### src/rtl/multi_debouncer_if.sv
// Key inputs and debounced outputs of multi_debouncer, bundled as one port.
// The debouncer connects through the slave modport and the key source through the master modport.
interface multi_debouncer_if #(
   parameter int CHANNELS = 4
);
   logic [CHANNELS-1:0] key_i;
   logic [CHANNELS-1:0] key_state_o;
   logic [CHANNELS-1:0] key_pressed_stb_o;
   logic [CHANNELS-1:0] key_released_stb_o;
   logic                any_pressed_stb_o;

   modport master (
      output key_i,
      input  key_state_o,
      input  key_pressed_stb_o,
      input  key_released_stb_o,
      input  any_pressed_stb_o
   );

   modport slave (
      input  key_i,
      output key_state_o,
      output key_pressed_stb_o,
      output key_released_stb_o,
      output any_pressed_stb_o
   );
endinterface

### src/rtl/multi_debouncer.sv
// Independent per-channel key debouncer: 2-flop synchroniser, then a stable-time counter
// that accepts a new level only after G consecutive cycles that differ from the held state.
module multi_debouncer #(
   parameter int CHANNELS       = 4,
   parameter int CLK_FREQ_MHZ   = 50,
   parameter int GLITCH_TIME_NS = 1000,
   parameter int ACTIVE_LOW     = 0
) (
   input logic              clk_i,
   input logic              rst_n_i,
   multi_debouncer_if.slave bus
);
   localparam int G_CEIL = (GLITCH_TIME_NS * CLK_FREQ_MHZ + 999) / 1000;
   localparam int G      = (G_CEIL < 1) ? 1 : G_CEIL;
   localparam int CNT_W  = (G > 1) ? $clog2(G) : 1;
   localparam logic [CNT_W-1:0] CNT_MAX = CNT_W'(G - 1);
   localparam logic INV  = (ACTIVE_LOW != 0);

   logic [CHANNELS-1:0] press_d_vec;
   logic                any_d;
   logic                any_q;

   for (genvar gi = 0; gi < CHANNELS; gi++) begin : g_ch
      logic             s1_d, s1_q;
      logic             s2_d, s2_q;
      logic             state_d, state_q;
      logic             press_d, press_q;
      logic             rel_d, rel_q;
      logic [CNT_W-1:0] cnt_d, cnt_q;

      // Any sample agreeing with the held state discards all accumulated credit.
      always_comb begin
         s1_d    = bus.key_i[gi] ^ INV;
         s2_d    = s1_q;
         state_d = state_q;
         cnt_d   = '0;
         press_d = 1'b0;
         rel_d   = 1'b0;
         if (s2_q != state_q) begin
            if (cnt_q == CNT_MAX) begin
               state_d = s2_q;
               press_d = s2_q;
               rel_d   = ~s2_q;
            end else begin
               cnt_d = cnt_q + CNT_W'(1);
            end
         end
      end

      always_ff @(posedge clk_i or negedge rst_n_i) begin
         if (!rst_n_i) begin
            s1_q    <= 1'b0;
            s2_q    <= 1'b0;
            state_q <= 1'b0;
            press_q <= 1'b0;
            rel_q   <= 1'b0;
            cnt_q   <= '0;
         end else begin
            s1_q    <= s1_d;
            s2_q    <= s2_d;
            state_q <= state_d;
            press_q <= press_d;
            rel_q   <= rel_d;
            cnt_q   <= cnt_d;
         end
      end

      assign press_d_vec[gi]            = press_d;
      assign bus.key_state_o[gi]        = state_q;
      assign bus.key_pressed_stb_o[gi]  = press_q;
      assign bus.key_released_stb_o[gi] = rel_q;
   end

   // Registered from the same next-state terms so it lines up with the per-channel strobes.
   always_comb begin
      any_d = |press_d_vec;
   end

   always_ff @(posedge clk_i or negedge rst_n_i) begin
      if (!rst_n_i) begin
         any_q <= 1'b0;
      end else begin
         any_q <= any_d;
      end
   end

   assign bus.any_pressed_stb_o = any_q;
endmodule

### src/flat_wrapper.sv
// flat-port wrapper written by rule: the top's interface ports become plain ports
module multi_debouncer_flat 
#(
   parameter int CHANNELS       = 4,
   parameter int CLK_FREQ_MHZ   = 50,
   parameter int GLITCH_TIME_NS = 1000,
   parameter int ACTIVE_LOW     = 0
)
  (clk_i, rst_n_i, bus_key_i, bus_key_state_o, bus_key_pressed_stb_o, bus_key_released_stb_o, bus_any_pressed_stb_o);
  multi_debouncer_if #(.CHANNELS(CHANNELS)) bus_i ();
  input logic clk_i;
  input logic rst_n_i;
  input wire logic [$bits(bus_i.key_i)-1:0] bus_key_i;
  output wire logic [$bits(bus_i.key_state_o)-1:0] bus_key_state_o;
  output wire logic [$bits(bus_i.key_pressed_stb_o)-1:0] bus_key_pressed_stb_o;
  output wire logic [$bits(bus_i.key_released_stb_o)-1:0] bus_key_released_stb_o;
  output wire logic [$bits(bus_i.any_pressed_stb_o)-1:0] bus_any_pressed_stb_o;
  assign bus_i.key_i = bus_key_i;
  assign bus_key_state_o = bus_i.key_state_o;
  assign bus_key_pressed_stb_o = bus_i.key_pressed_stb_o;
  assign bus_key_released_stb_o = bus_i.key_released_stb_o;
  assign bus_any_pressed_stb_o = bus_i.any_pressed_stb_o;
  multi_debouncer #(.CHANNELS(CHANNELS), .CLK_FREQ_MHZ(CLK_FREQ_MHZ), .GLITCH_TIME_NS(GLITCH_TIME_NS), .ACTIVE_LOW(ACTIVE_LOW)) u_core (.clk_i(clk_i), .rst_n_i(rst_n_i), .bus(bus_i));
endmodule
### config.mk
export PLATFORM = sky130hd
export DESIGN_NAME = multi_debouncer_flat
export DESIGN_NICKNAME = d
export VERILOG_FILES = /design/src/rtl/multi_debouncer_if.sv /design/src/rtl/multi_debouncer.sv /design/src/flat_wrapper.sv
export SDC_FILE = /design/constraint.sdc
export NUM_CORES = 1
export LEC_CHECK = 0
export ABC_AREA = 1
export CAP_MARGIN = 20
export CORE_UTILIZATION = 51
export DETAILED_ROUTE_END_ITERATION = 12
export GPL_TIMING_DRIVEN = 0
export PLACE_DENSITY = 0.75
export SYNTH_ARGS = -nofsm -noshare
export SYNTH_HDL_FRONTEND = slang
export SYNTH_SLANG_ARGS = --single-unit
### constraint.sdc
create_clock -name clk_i -period 1.2 [get_ports clk_i]
set_input_delay 0.3 -clock clk_i [delete_from_list [all_inputs] [get_ports clk_i]]
set_output_delay 0.3 -clock clk_i [all_outputs]
set_load 0.005 [all_outputs]
### After elaboration in Yosys (flattened, before gate mapping)

Cells that the tools add are included.

| storage, ports and cells | value |
|---|---|
| register bits | 45 |
| output and inout port bits | 13 |

| cells by class | value |
|---|---|
| add/subtract/negate cells | 4 |
| eq/ne operators | 8 |
| muxes and demuxes | 24 |
| bitwise operators | 4 |
| reductions and logical operators | 5 |

Operators with widths:

| cell | count |
|---|---|
| $mux 6 | 8 |
| $add 6x1->6 const B | 4 |
| $eq 6x6->1 const B | 4 |
| $mux 1 | 16 |
| $reduce_and 2->1 | 4 |
| $ne 1x1->1 | 4 |
| $not 1->1 | 4 |
| $reduce_or 4->1 | 1 |

### Longest topological paths before layout

| logic depth | value |
|---|---|
| depth after elaboration | 4 |
| depth in mapped cells | 8 |
| gate-level depth less buffers | 8 |

### Worst setup path before layout

Ideal clock, no wire load.

| timing path | value |
|---|---|
| path type | register -> register |
| start point | reg u_core.g_ch[3].cnt_q[0] |
| end point | reg u_core.g_ch[3].cnt_q[3] |
| data arrival time | 971 ps |
| setup slack | 102 ps |
| stages on the path, launching flop included | 7 |
| buffers on the path | 0 |
| cells stage by stage | dfrtp_1 ha_1 nand2_1 nor2_1 nand2_1 o21ai_2 nor2_1 |

| between the ends | value |
|---|---|
| longest elaborated chain between the ends | 3 |
| elaborated cells between the ends (all ways) | 4 |
| those cells by class | add/sub: 1; eq/ne: 1; mux: 2 |

Ends and longest elaborated chain:

| element | RTL line | text |
|---|---|---|
| start, declared | multi_debouncer.sv:29 | `logic [CNT_W-1:0] cnt_d, cnt_q;` |
| start signal, assigned | multi_debouncer.sv:64 | `cnt_q <= cnt_d;` |
| $add 6x1->6 / $eq 6x6->1 (equally long branches) | multi_debouncer.sv:45, multi_debouncer.sv:40 |  |
| $mux 6 * | multi_debouncer.sv:40 | `if (cnt_q == CNT_MAX) begin` |
| $mux 6 * | multi_debouncer.sv:39 | `if (s2_q != state_q) begin` |
| via u_core.g_ch[3].cnt_d[3] | multi_debouncer.sv:29 |  |

The timed path passes the listed nets; every way through them passes the cells marked *.
A chain may end at the register's enable or synchronous reset.

### Worst setup path after layout

| timing path | value |
|---|---|
| start point | reg u_core.g_ch[1].cnt_q[1] |
| end point | reg u_core.g_ch[1].cnt_q[3] |

| between the ends | value |
|---|---|
| longest elaborated chain between the ends | 3 |
| elaborated cells between the ends (all ways) | 4 |
| those cells by class | add/sub: 1; eq/ne: 1; mux: 2 |

Ends and longest elaborated chain:

| element | RTL line |
|---|---|
| start, declared | multi_debouncer.sv:29 |
| start signal, assigned | multi_debouncer.sv:64 |
| $add 6x1->6 / $eq 6x6->1 (equally long branches) | multi_debouncer.sv:45, multi_debouncer.sv:40 |
| $mux 6 * | multi_debouncer.sv:40 |
| $mux 6 * | multi_debouncer.sv:39 |
| via u_core.g_ch[1].cnt_d[3] | multi_debouncer.sv:29 |

Marks and branches as above.

==> impl_metrics.env <==
export IMPL_ir_worst_vdd_uv=789
export IMPL_htreeDepth=2
export IMPL_die_height_um=65.4
export IMPL_start_util=0.544
export IMPL_critPathCapture="u_core.g_ch[1].cnt_q[3]"
export IMPL_die_area_mm2=0.00428
export IMPL_io_pins=19
export IMPL_p_clk_frac=0.359
export IMPL_num_vias=1421
export IMPL_placed_cell_area_mm2=0.00231
export IMPL_relSlewSlack=0.777
export IMPL_synthCells=219
export IMPL_gp_congestion=0.784
export IMPL_worst_slack_ns=-0.0143
export IMPL_finalCriticalPeriod_ns=1.21
export IMPL_fp_dieW_um=65.4
export IMPL_slew_violations=0
export IMPL_critPathTopFamily="flip-flops"
export IMPL_r2r_slack_ns=-0.01
export IMPL_syn_to_final_growth_pct=23.9
export IMPL_dp_hpwl_um=2100
export IMPL_io_buffers=18
export IMPL_netlist_area_mm2=0.00205
export IMPL_hold_viol=0
export IMPL_antennaDiodeCount=0
export IMPL_clkSlewWorstSetupHoldPaths_ns=0.08
export IMPL_power_leakage_uw=0.00122
export IMPL_crit_chain="inv_1, ha_2, nand2_2, nor2_2, nand2_2, o21ai_4, nor2_1"
export IMPL_drt_wirelength_per_cell_um=11.2
export IMPL_cts_root_buf="clkbuf_8"
export IMPL_p_sw_uw=685
export IMPL_grt_pass1_vias=1328
export IMPL_p_comb_frac=0.083
export IMPL_min_path_type="reg2reg"
export IMPL_std_cell_rows=22
export IMPL_endpoint_kind="flop"
export IMPL_cts_sinks=45
export IMPL_worstSetupPathType="reg2reg"
export IMPL_seq_area_frac_synth=0.549
export IMPL_timing_rr_end="u_core.g_ch[1].cnt_q[3]"
export IMPL_antenna_left=0
export IMPL_fin_crit_sh=1.01
export IMPL_p_int_uw=2200
export IMPL_grt_max_degree=34
export IMPL_setup_viol=6
export IMPL_vias_per_cell=4.80
export IMPL_hold_ws_ns=0.353
export IMPL_crit_buf_inv=1
export IMPL_crit_required_ns=1.39
export IMPL_drc_errors=0
export IMPL_crit_arrival_ns=1.40
export IMPL_grt_pass1_wl_um=5580
export IMPL_hold_depth=0
export IMPL_ys_types=22
export IMPL_grt_setup_unrepaired="yes"
export IMPL_grt_overflow_total=0
export IMPL_r2r_start="u_core.g_ch[1].cnt_q[1]"
export IMPL_outcome="finished, violations left"
export IMPL_drive_gt1_frac=0.302
export IMPL_powerDensity_mw_per_mm2=1130
export IMPL_cts_made_buffers=5
export IMPL_core_mm2=0.00377
export IMPL_nNetsFinal=261
export IMPL_fin_skew_ns=0.00472
export IMPL_start_kind="flop"
export IMPL_seqPwrFrac=0.558
export IMPL_wl_um=3330
export IMPL_setup_tns_final_ns=-0.0393
export IMPL_path_depth=7
export IMPL_antenna_found_initial=0
export IMPL_tritoncts="done"
export IMPL_avgSynthCellArea_um2=9.37
export IMPL_drt_pass1_iterations=4
export IMPL_critPathMaxFanout=6
export IMPL_reg2reg_depth=7
export IMPL_worst_pin_slew_ns=0.335
export IMPL_cp_common_cell="nand2_2"
export IMPL_max_freq_mhz=824
export IMPL_violations="negative setup slack"
export IMPL_clk_path_buf_depth=2
export IMPL_yosys_register_bits=45
export IMPL_syn_nets=233
export IMPL_design_area_mm2=0.00254
export IMPL_maxCapViolCount=0
export IMPL_clock_latency_ns=0.30
export IMPL_ys_warn_count=0
export IMPL_cpPeakStageDelay_ns=0.40
export IMPL_grt_usage=0.180
export IMPL_p_sw_frac=0.238
export IMPL_drtIter0Drc=49
export IMPL_crit_start="u_core.g_ch[1].cnt_q[1]"
export IMPL_crit_path_top_delay_cell="dfrtp_1"
## area by class of cell
cell class / count / area [um2]
clock buffers: 7 / 96.3
flip-flops and latches: 45 / 1130
well taps: 48 / 60.1
multi-input cells: 130 / 816
plain buffers: 1 / 11.3
inverters: 32 / 123
repair buffers: 32 / 304
clock inverters: 1 / 5.00
fillers: 297 / 1230
## cells by family after synthesis
| logic type | synth area share |
|---|---|
| flip-flops | 0.549 |
| adder cells (fa/ha/maj) | 0.0488 |
| AND/OR/NAND/NOR | 0.226 |
| XOR/XNOR | 0.0470 |
| buffers and inverters | 0.102 |
| AO/OA/AOI/OAI | 0.0268 |
## layer usage
metal | routed length (um) | global-route usage | vias up
met5 | 0 | 0 | -
met4 | 83 | 0.114 | 0
met3 | 91 | 0.0417 | 8
met2 | 1700 | 0.282 | 26
met1 | 1450 | 0.222 | 686
li1 | - | - | 701
## synthesized netlist by cell type
cell type | instances | area [um2]
dfrtp_1 | 45 | 1130
nor2_1 | 39 | 146
nand2_1 | 34 | 128
inv_1 | 31 | 116
buf_4 | 12 | 90.1
nand3_1 | 10 | 50.1
ha_1 | 8 | 100
nor2_2 | 8 | 50.1
xor2_1 | 7 | 61.3
xnor2_1 | 4 | 35.0
o21ai_0 | 3 | 15.0
o21ai_2 | 3 | 26.3
nand2_2 | 2 | 12.5
nand3_2 | 2 | 20.0
nand4_1 | 2 | 12.5
nor2_4 | 2 | 22.5
nor3_1 | 2 | 10.0
a21oi_1 | 1 | 5.00
a21oi_2 | 1 | 8.76
inv_2 | 1 | 3.75
nor4_1 | 1 | 6.26
or2_0 | 1 | 6.26
## repair_timing
action                                  in CTS  in global routing
hold buffers                                 1                  0
gates resized for setup                     64                 26
setup buffers                                4                  8
pin swaps                                    0                 13
hold endpoints to repair                    12                  0
endpoints found under the setup margin      25                 24
## sequential cells by signal, indices dropped and copies added (netlist names)
name,cells
u_core.g_ch.s1_q,4
u_core.g_ch.cnt_q,24
u_core.g_ch.s2_q,4
u_core.g_ch.state_q,4
u_core.bus.any_pressed_stb_o,1
u_core.g_ch.rel_q,4
u_core.g_ch.press_q,4
## worst min-delay path by stage
stage	startpoint	to	slack, ns
6_report	u_core.g_ch[2].s1_q	u_core.g_ch[2].s2_q	0.35
5_1_grt	u_core.g_ch[3].s1_q	u_core.g_ch[3].s2_q	0.36
4_1_cts	u_core.g_ch[2].s1_q	u_core.g_ch[2].s2_q	0.35
3_5_place_dp	rst_n_i	u_core.g_ch[3].s2_q	0.21
3_3_place_gp	u_core.g_ch[1].s1_q	u_core.g_ch[1].s2_q	0.33
2_1_floorplan	rst_n_i	u_core.bus.any_pressed_stb_o	0.004
## power by group through the flow
stage / sequential [uW] / combinational, uW / clock (uW)
2_1_floorplan: 1630 / 99.0 / 0
3_3_place_gp: 1640 / 158 / 0
3_5_place_dp: 1640 / 168 / 0
4_1_cts: 1600 / 185 / 1060
5_1_grt: 1610 / 273 / 1120
6_report: 1610 / 240 / 1030
## per-stage QoR
step / util / setup slack (ns) / total power (uW) / cells
after detailed placement: 0.612 / -0.0819 / 1810 / 286
after global routing: 0.674 / -0.0762 / 3010 / 296
after global placement: 0.608 / -1.36 / 1790 / 285
final: 0.674 / -0.0143 / 2880 / 296
after CTS: 0.635 / -0.0246 / 2850 / 289
after floorplan: - / 0.102 / 1730 / 219
## cell usage in the layout, fill, tap and decap left out, types with 2 or more instances in the layout
| master | instances |
|---|---|
| buf_2 | 2 |
| buf_4 | 12 |
| buf_6 | 12 |
| clkbuf_8 | 7 |
| clkdlybuf4s50_1 | 4 |
| dfrtp_1 | 44 |
| ha_1 | 3 |
| ha_2 | 3 |
| ha_4 | 2 |
| inv_1 | 29 |
| inv_2 | 2 |
| nand2_1 | 30 |
| nand2_2 | 6 |
| nand3_1 | 9 |
| nand3_2 | 2 |
| nand4_1 | 2 |
| nor2_1 | 32 |
| nor2_2 | 14 |
| nor2_4 | 3 |
| nor3_1 | 2 |
| o21ai_0 | 3 |
| o21ai_4 | 2 |
| xnor2_1 | 4 |
| xor2_1 | 6 |
(Power assumes the default switching activity.)
